### config.mk
export PLATFORM = sky130hd
export DESIGN_NAME = cordic_phase_diff_axi_stream
export DESIGN_NICKNAME = d
export VERILOG_FILES = /design/src/rtl/cordic_pkg.sv /design/src/rtl/axis_out_reg.sv /design/src/rtl/cordic_phase_diff_axi_stream.sv
export SDC_FILE = /design/constraint.sdc
export NUM_CORES = 1
export LEC_CHECK = 0
export CORE_UTILIZATION = 40
export DETAILED_ROUTE_END_ITERATION = 8
export PLACE_DENSITY = 0.78
export SETUP_SLACK_MARGIN = 0.05
export SYNTH_ARGS = -nofsm -noshare
export SYNTH_HDL_FRONTEND = slang
export SYNTH_SLANG_ARGS = --single-unit
### constraint.sdc
create_clock -name aclk -period 2.55 [get_ports aclk]
set_clock_uncertainty 0.1 [all_clocks]
set_input_delay 0.51 -clock aclk [delete_from_list [all_inputs] [get_ports aclk]]
set_output_delay 0.51 -clock aclk [all_outputs]
set_load 0.02 [all_outputs]
### src/rtl/cordic_pkg.sv
// ----------------------------------------------------------------------------
// cordic_pkg
// Shared definitions for the CORDIC phase-difference stream block.
//   - phase_state_e : PRIME (no history yet) / RUN (history valid)
//   - angle_full_turn(dw) : LSBs per full turn for a dw-bit angle field
//   - field helpers : bit positions of the magnitude and angle fields
//                     inside a 2*dw-bit {magnitude, angle} word
// No ports (package).
// ----------------------------------------------------------------------------
package cordic_pkg;

    typedef enum logic {
        ST_PRIME = 1'b0,
        ST_RUN   = 1'b1
    } phase_state_e;

    // The angle MSB is not part of the angle, so a full turn spans 2^(dw-1).
    function automatic int angle_full_turn(input int dw);
        return 1 << (dw - 1);
    endfunction

    function automatic int mag_lsb(input int dw);
        return dw;
    endfunction

    function automatic int mag_msb(input int dw);
        return 2 * dw - 1;
    endfunction

    // Highest angle bit that carries phase information.
    function automatic int angle_msb(input int dw);
        return dw - 2;
    endfunction

endpackage

### src/rtl/axis_out_reg.sv
// ----------------------------------------------------------------------------
// axis_out_reg
// Single-entry registered AXI-Stream output stage. Accepts a new word whenever
// the register is empty or being drained in the same cycle, so back-to-back
// transfers proceed without bubbles.
// Ports:
//   aclk, areset          clock, synchronous active-high reset
//   s_valid/s_ready       upstream handshake (s_ready is combinational)
//   s_data[W-1:0], s_last upstream payload
//   m_valid/m_ready       downstream handshake (m_valid registered)
//   m_data[W-1:0], m_last registered payload, held while stalled
// ----------------------------------------------------------------------------
module axis_out_reg #(
    parameter int W = 32
) (
    input  logic         aclk,
    input  logic         areset,
    input  logic         s_valid,
    output logic         s_ready,
    input  logic [W-1:0] s_data,
    input  logic         s_last,
    output logic         m_valid,
    input  logic         m_ready,
    output logic [W-1:0] m_data,
    output logic         m_last
);

    logic         valid_reg;
    logic [W-1:0] data_reg;
    logic         last_reg;
    logic         load;

    assign s_ready = !valid_reg || m_ready;
    assign load    = s_valid && s_ready;

    always_ff @(posedge aclk) begin
        if (areset) begin
            valid_reg <= 1'b0;
            data_reg  <= '0;
            last_reg  <= 1'b0;
        end else if (load) begin
            valid_reg <= 1'b1;
            data_reg  <= s_data;
            last_reg  <= s_last;
        end else if (m_ready) begin
            valid_reg <= 1'b0;
        end
    end

    assign m_valid = valid_reg;
    assign m_data  = data_reg;
    assign m_last  = last_reg;

endmodule

### src/rtl/cordic_phase_diff_axi_stream.sv
// ----------------------------------------------------------------------------
// cordic_phase_diff_axi_stream
// Converts a stream of {magnitude, angle} CORDIC results into
// {magnitude, signed phase delta} where delta is the wrapped difference
// between the current angle and the previous one. The first sample of a
// packet (after reset or after tlast) has no reference and yields delta 0.
// Optional squelch: build with CORDIC_PHASE_DIFF_SQUELCH_EN defined to zero
// the delta of low-magnitude samples and restart phase tracking after them.
// Ports:
//   aclk, areset                    clock, synchronous active-high reset
//   s_axis_tdata/tvalid/tready/tlast input stream  {mag, angle}
//   m_axis_tdata/tvalid/tready/tlast output stream {mag, delta}, 1-cycle latency
//   squelch_active                  current output sample was squelched
// ----------------------------------------------------------------------------
module cordic_phase_diff_axi_stream
    import cordic_pkg::*;
#(
    parameter int                   CORDIC_DW      = 16,
    parameter logic [CORDIC_DW-1:0] SQUELCH_THRESH = CORDIC_DW'(64)
) (
    input  logic                   aclk,
    input  logic                   areset,
    input  logic [2*CORDIC_DW-1:0] s_axis_tdata,
    input  logic                   s_axis_tvalid,
    output logic                   s_axis_tready,
    input  logic                   s_axis_tlast,
    output logic [2*CORDIC_DW-1:0] m_axis_tdata,
    output logic                   m_axis_tvalid,
    input  logic                   m_axis_tready,
    output logic                   m_axis_tlast,
    output logic                   squelch_active
);

    localparam int AW     = $clog2(angle_full_turn(CORDIC_DW));
    localparam int MAG_HI = mag_msb(CORDIC_DW);
    localparam int MAG_LO = mag_lsb(CORDIC_DW);
    localparam int ANG_HI = angle_msb(CORDIC_DW);
    localparam int OW     = 2 * CORDIC_DW + 1;

    phase_state_e           state_reg, state_next;
    logic [AW-1:0]          history_reg, history_next;
    logic [CORDIC_DW-1:0]   s_mag;
    logic [AW-1:0]          s_angle;
    logic [AW-1:0]          diff;
    logic [CORDIC_DW-1:0]   delta;
    logic                   squelch_now;
    logic                   in_fire;
    logic [OW-1:0]          out_word;
    logic                   unused_angle_msb;

    assign s_mag            = s_axis_tdata[MAG_HI:MAG_LO];
    assign s_angle          = s_axis_tdata[ANG_HI:0];
    assign unused_angle_msb = s_axis_tdata[CORDIC_DW-1];
    assign in_fire          = s_axis_tvalid && s_axis_tready;

    // Modular subtraction over one turn; the top bit of the wrapped result
    // becomes the sign, so a half-turn difference lands on the negative end.
    assign diff = s_angle - history_reg;

`ifdef CORDIC_PHASE_DIFF_SQUELCH_EN
    assign squelch_now    = (s_mag < SQUELCH_THRESH);
    assign squelch_active = out_word[OW-1];
`else
    logic unused_squelch;
    assign squelch_now    = 1'b0;
    assign squelch_active = 1'b0;
    assign unused_squelch = ^{out_word[OW-1], SQUELCH_THRESH};
`endif

    always_comb begin
        state_next   = state_reg;
        history_next = history_reg;
        delta        = '0;
        if (!squelch_now && state_reg == ST_RUN) begin
            delta = {diff[AW-1], diff};
        end
        if (in_fire) begin
            // A squelched sample is not a valid phase reference.
            if (!squelch_now) begin
                history_next = s_angle;
            end
            state_next = (s_axis_tlast || squelch_now) ? ST_PRIME : ST_RUN;
        end
    end

    always_ff @(posedge aclk) begin
        if (areset) begin
            state_reg   <= ST_PRIME;
            history_reg <= '0;
        end else begin
            state_reg   <= state_next;
            history_reg <= history_next;
        end
    end

    axis_out_reg #(
        .W (OW)
    ) u_out (
        .aclk    (aclk),
        .areset  (areset),
        .s_valid (s_axis_tvalid),
        .s_ready (s_axis_tready),
        .s_data  ({squelch_now, s_mag, delta}),
        .s_last  (s_axis_tlast),
        .m_valid (m_axis_tvalid),
        .m_ready (m_axis_tready),
        .m_data  (out_word),
        .m_last  (m_axis_tlast)
    );

    assign m_axis_tdata = out_word[2*CORDIC_DW-1:0];

endmodule

==> impl_metrics.toml <==
[power_and_ir_drop]
power_uw = 1750
vdd_drop_max_v = 0.000311
power_density_mw_per_mm2 = 518
leakagePower_uw = 0.00132

[place]
gp_congestion = 0.873
dp_hpwl_mm = 4.11
io_buffer_count = 70

[worst_hold_path]
hold_end = "u_out.m_data[10]$_SDFFE_PP0P_"
hold_class = "reg -> reg"
hp-start = "u_out.m_data[10]$_SDFFE_PP0P_"
min_delay_path_depth = 2

[sta]
period_minus_slack_ns = 2.33
slew_viol_final = 0
finalSetupViolCount = 0
hold_viol = 0
max_freq_mhz = 429
period_share_pct = 91.4
rsz0062_at_grt = "no"
fin_setup_tns_ns = 0

[synthesis]
syn_inst = 307
synth-adder-area-share_pct = 8.11
ys_warn_count = 0
synth_mux_area_share_pct = 0
synth_top_cell_area_share_pct = 40.7
syn_avg_cell_area_sq_um = 7.84
synth_xor_area_share_pct = 4.73
synth.most_common_cell = "nand2_1"
synth_cell_types = 42
ys.flop_type = "dfxtp_1"
yosysTopAreaCell = "dfxtp_1"
ys_ff_latch = 49
synth-compound-area-share_pct = 19.2
synth_top_family_by_area = "simple AND/OR/NAND/NOR gates"
synth_edf_count = 0
ys_seq_area_share_pct = 40.7
syn_nets = 359
synth.area.top_cells = "dfxtp_1 41%, nand2_1 13%, a21oi_1 10%"
async_flop_share_pct = 0
synthSimpleGateAreaFrac_pct = 20.0
netlist_top_cells_count = "85 x nand2_1, 50 x a21oi_1, 49 x dfxtp_1, 18 x inv_1, 14 x ha_1"
syn-cell-area_sq_mm = 0.00241

[cts]
cts_resized = 0
cts_sinks = 49
ctsHoldBuffers = 0
cts_tree = "yes"
clock_latency_ns = 0.31
cts_buffer_depth = 2
clockRootBuffer = "clkbuf_8"
clk_pin_slew_worst_paths_ns = 0.09
cts_buffers = 5
post_cts_buffers = 0
cts.htree.levels = 2

[final_layout]
fin_nets = 439
drive_gt1_share_pct = 10.8
regArea_sq_um = 981
multiInputGateArea_sq_mm = 0.00127
area_growth_pct = 40.4
largest_reg_flops = 31
fillCellCount = 516
antenna_cells = 0

[detailed_routing]
wl_per_cell_um = 11.7
drc_errors = 0
wl_mm = 5.39
drtIter0Drc = 95
vias = 2252
ant_nets = 0
drt-vias-per-instance = 4.90
first_pass_iters = 4

[global_routing]
grt_max_degree = 34
antenna_found_initial = 0
track_usage_pct = 18.6
grt_pass1_vias = 2117
grt_overflow_total = 0
grt_pass1_wl_mm = 9.29

[job]
maxCapViolCount = 0

[floorplanning]
die_area_sq_mm = 0.00633
num_rows = 27
coreArea_sq_mm = 0.00564
fp.dieW_um = 79.6
start_util_pct = 42.7
ios = 73
chipHeight_um = 79.6

[setup_path]
critPathLaunchType = "primary input"
reg2reg_slack_ns = 0.49
slowest_stage = "clkdlybuf4s50_1"
setup.worst_path.class = "in -> out"
path_cells = "clkdlybuf4s50_1, nand2b_1, clkdlybuf4s50_1"
r2r-start = "history_reg[0]$_SDFFE_PP0P_"
arrival_ns = 1.72
end_kind = "output pin"
max_stage_delay_ns = 0.62
worst_ep_required_time_ns = 1.94
timing.critical_path.mode_cell = "clkdlybuf4s50_1"
rr_worst_depth = 8
cp_max_fo = 4
reg2reg_to = "u_out.m_data[15]$_SDFFE_PP0P_"

[outcome]
run_status = "finished clean"
worst max-delay path, delay by kind of cell:
family	cells	cell delay (ns)
buffers and inverters	2	1.07
and+or+nand+nor	1	0.15
final cells by class:
class	count	share of cell area (%)
clock inverter	3	0.740
timing repair buffer	93	25.9
multi-input combinational	220	37.6
inverter	18	2.00
tap	72	2.66
clock buffer	5	2.04
sequential	49	29.0
cell families (layout without fill, tap and decap cells):
logic type,count (synthesis),in the layout
simple gates,112,112
flops,49,49
compound gates,79,79
buf+inv,38,119
other cells,1,1
xor+xnor,13,13
fa+ha+maj,15,15
layout by cell type (no fill, tap or decap), types with 3 or more instances in the layout:
cell type	count
a31oi_1	3
dfxtp_1	49
buf_4	23
xor2_1	7
inv_1	18
o21ai_1	7
o21ai_0	3
a21oi_2	3
clkdlybuf4s50_1	69
ha_1	13
xnor2_1	6
nor2_1	6
nand2_1	85
a21oi_1	48
clkbuf_8	5
nand3b_1	3
nand3_1	5
o21a_1	3
worst max-delay path by stage:
| stage | startpoint | endpoint | slack [ns] |
|---|---|---|---|
| after global placement | s_axis_tdata[0] | u_out.m_data[15]$_SDFFE_PP0P_ | -0.24 |
| final | m_axis_tready | s_axis_tready | 0.22 |
| after detailed placement | s_axis_tdata[0] | u_out.m_data[15]$_SDFFE_PP0P_ | -0.25 |
| after global routing | s_axis_tdata[6] | u_out.m_data[13]$_SDFFE_PP0P_ | 0.12 |
| after CTS | s_axis_tdata[0] | u_out.m_data[15]$_SDFFE_PP0P_ | 0.06 |
| after floorplan | s_axis_tdata[0] | u_out.m_data[8]$_SDFFE_PP0P_ | 0.40 |
power breakdown:
| part | switching, uW | leakage (uW) | internal (uW) |
|---|---|---|---|
| Sequential | 19.5 | 0.000401 | 802 |
| Combinational | 225 | 0.000878 | 230 |
| Clock | 274 | 0.0000452 | 200 |
layer usage:
layer  vias up  routed length, um  GRT usage [%]
met2        40               2620           32.2
li1       1175                  -              -
met4         0                 57           5.45
met1      1032               2480           22.3
met3         5                238           4.80
met5         -                  0              0
through the flow:
stage               utilization [%]  hold slack [ns]  worst slack (ns)  cell area [sq um]  cells
floorplan                         -            0.336             0.397               2410    307
global placement               58.0            0.336            -0.240               3270    452
detailed placement             58.0            0.341            -0.252               3270    452
CTS                            59.6            0.354            0.0562               3360    460
global route                   59.9            0.379             0.123               3380    460
finish                         59.9            0.350             0.218               3380    460
Power figures use the tool's default switching activity.
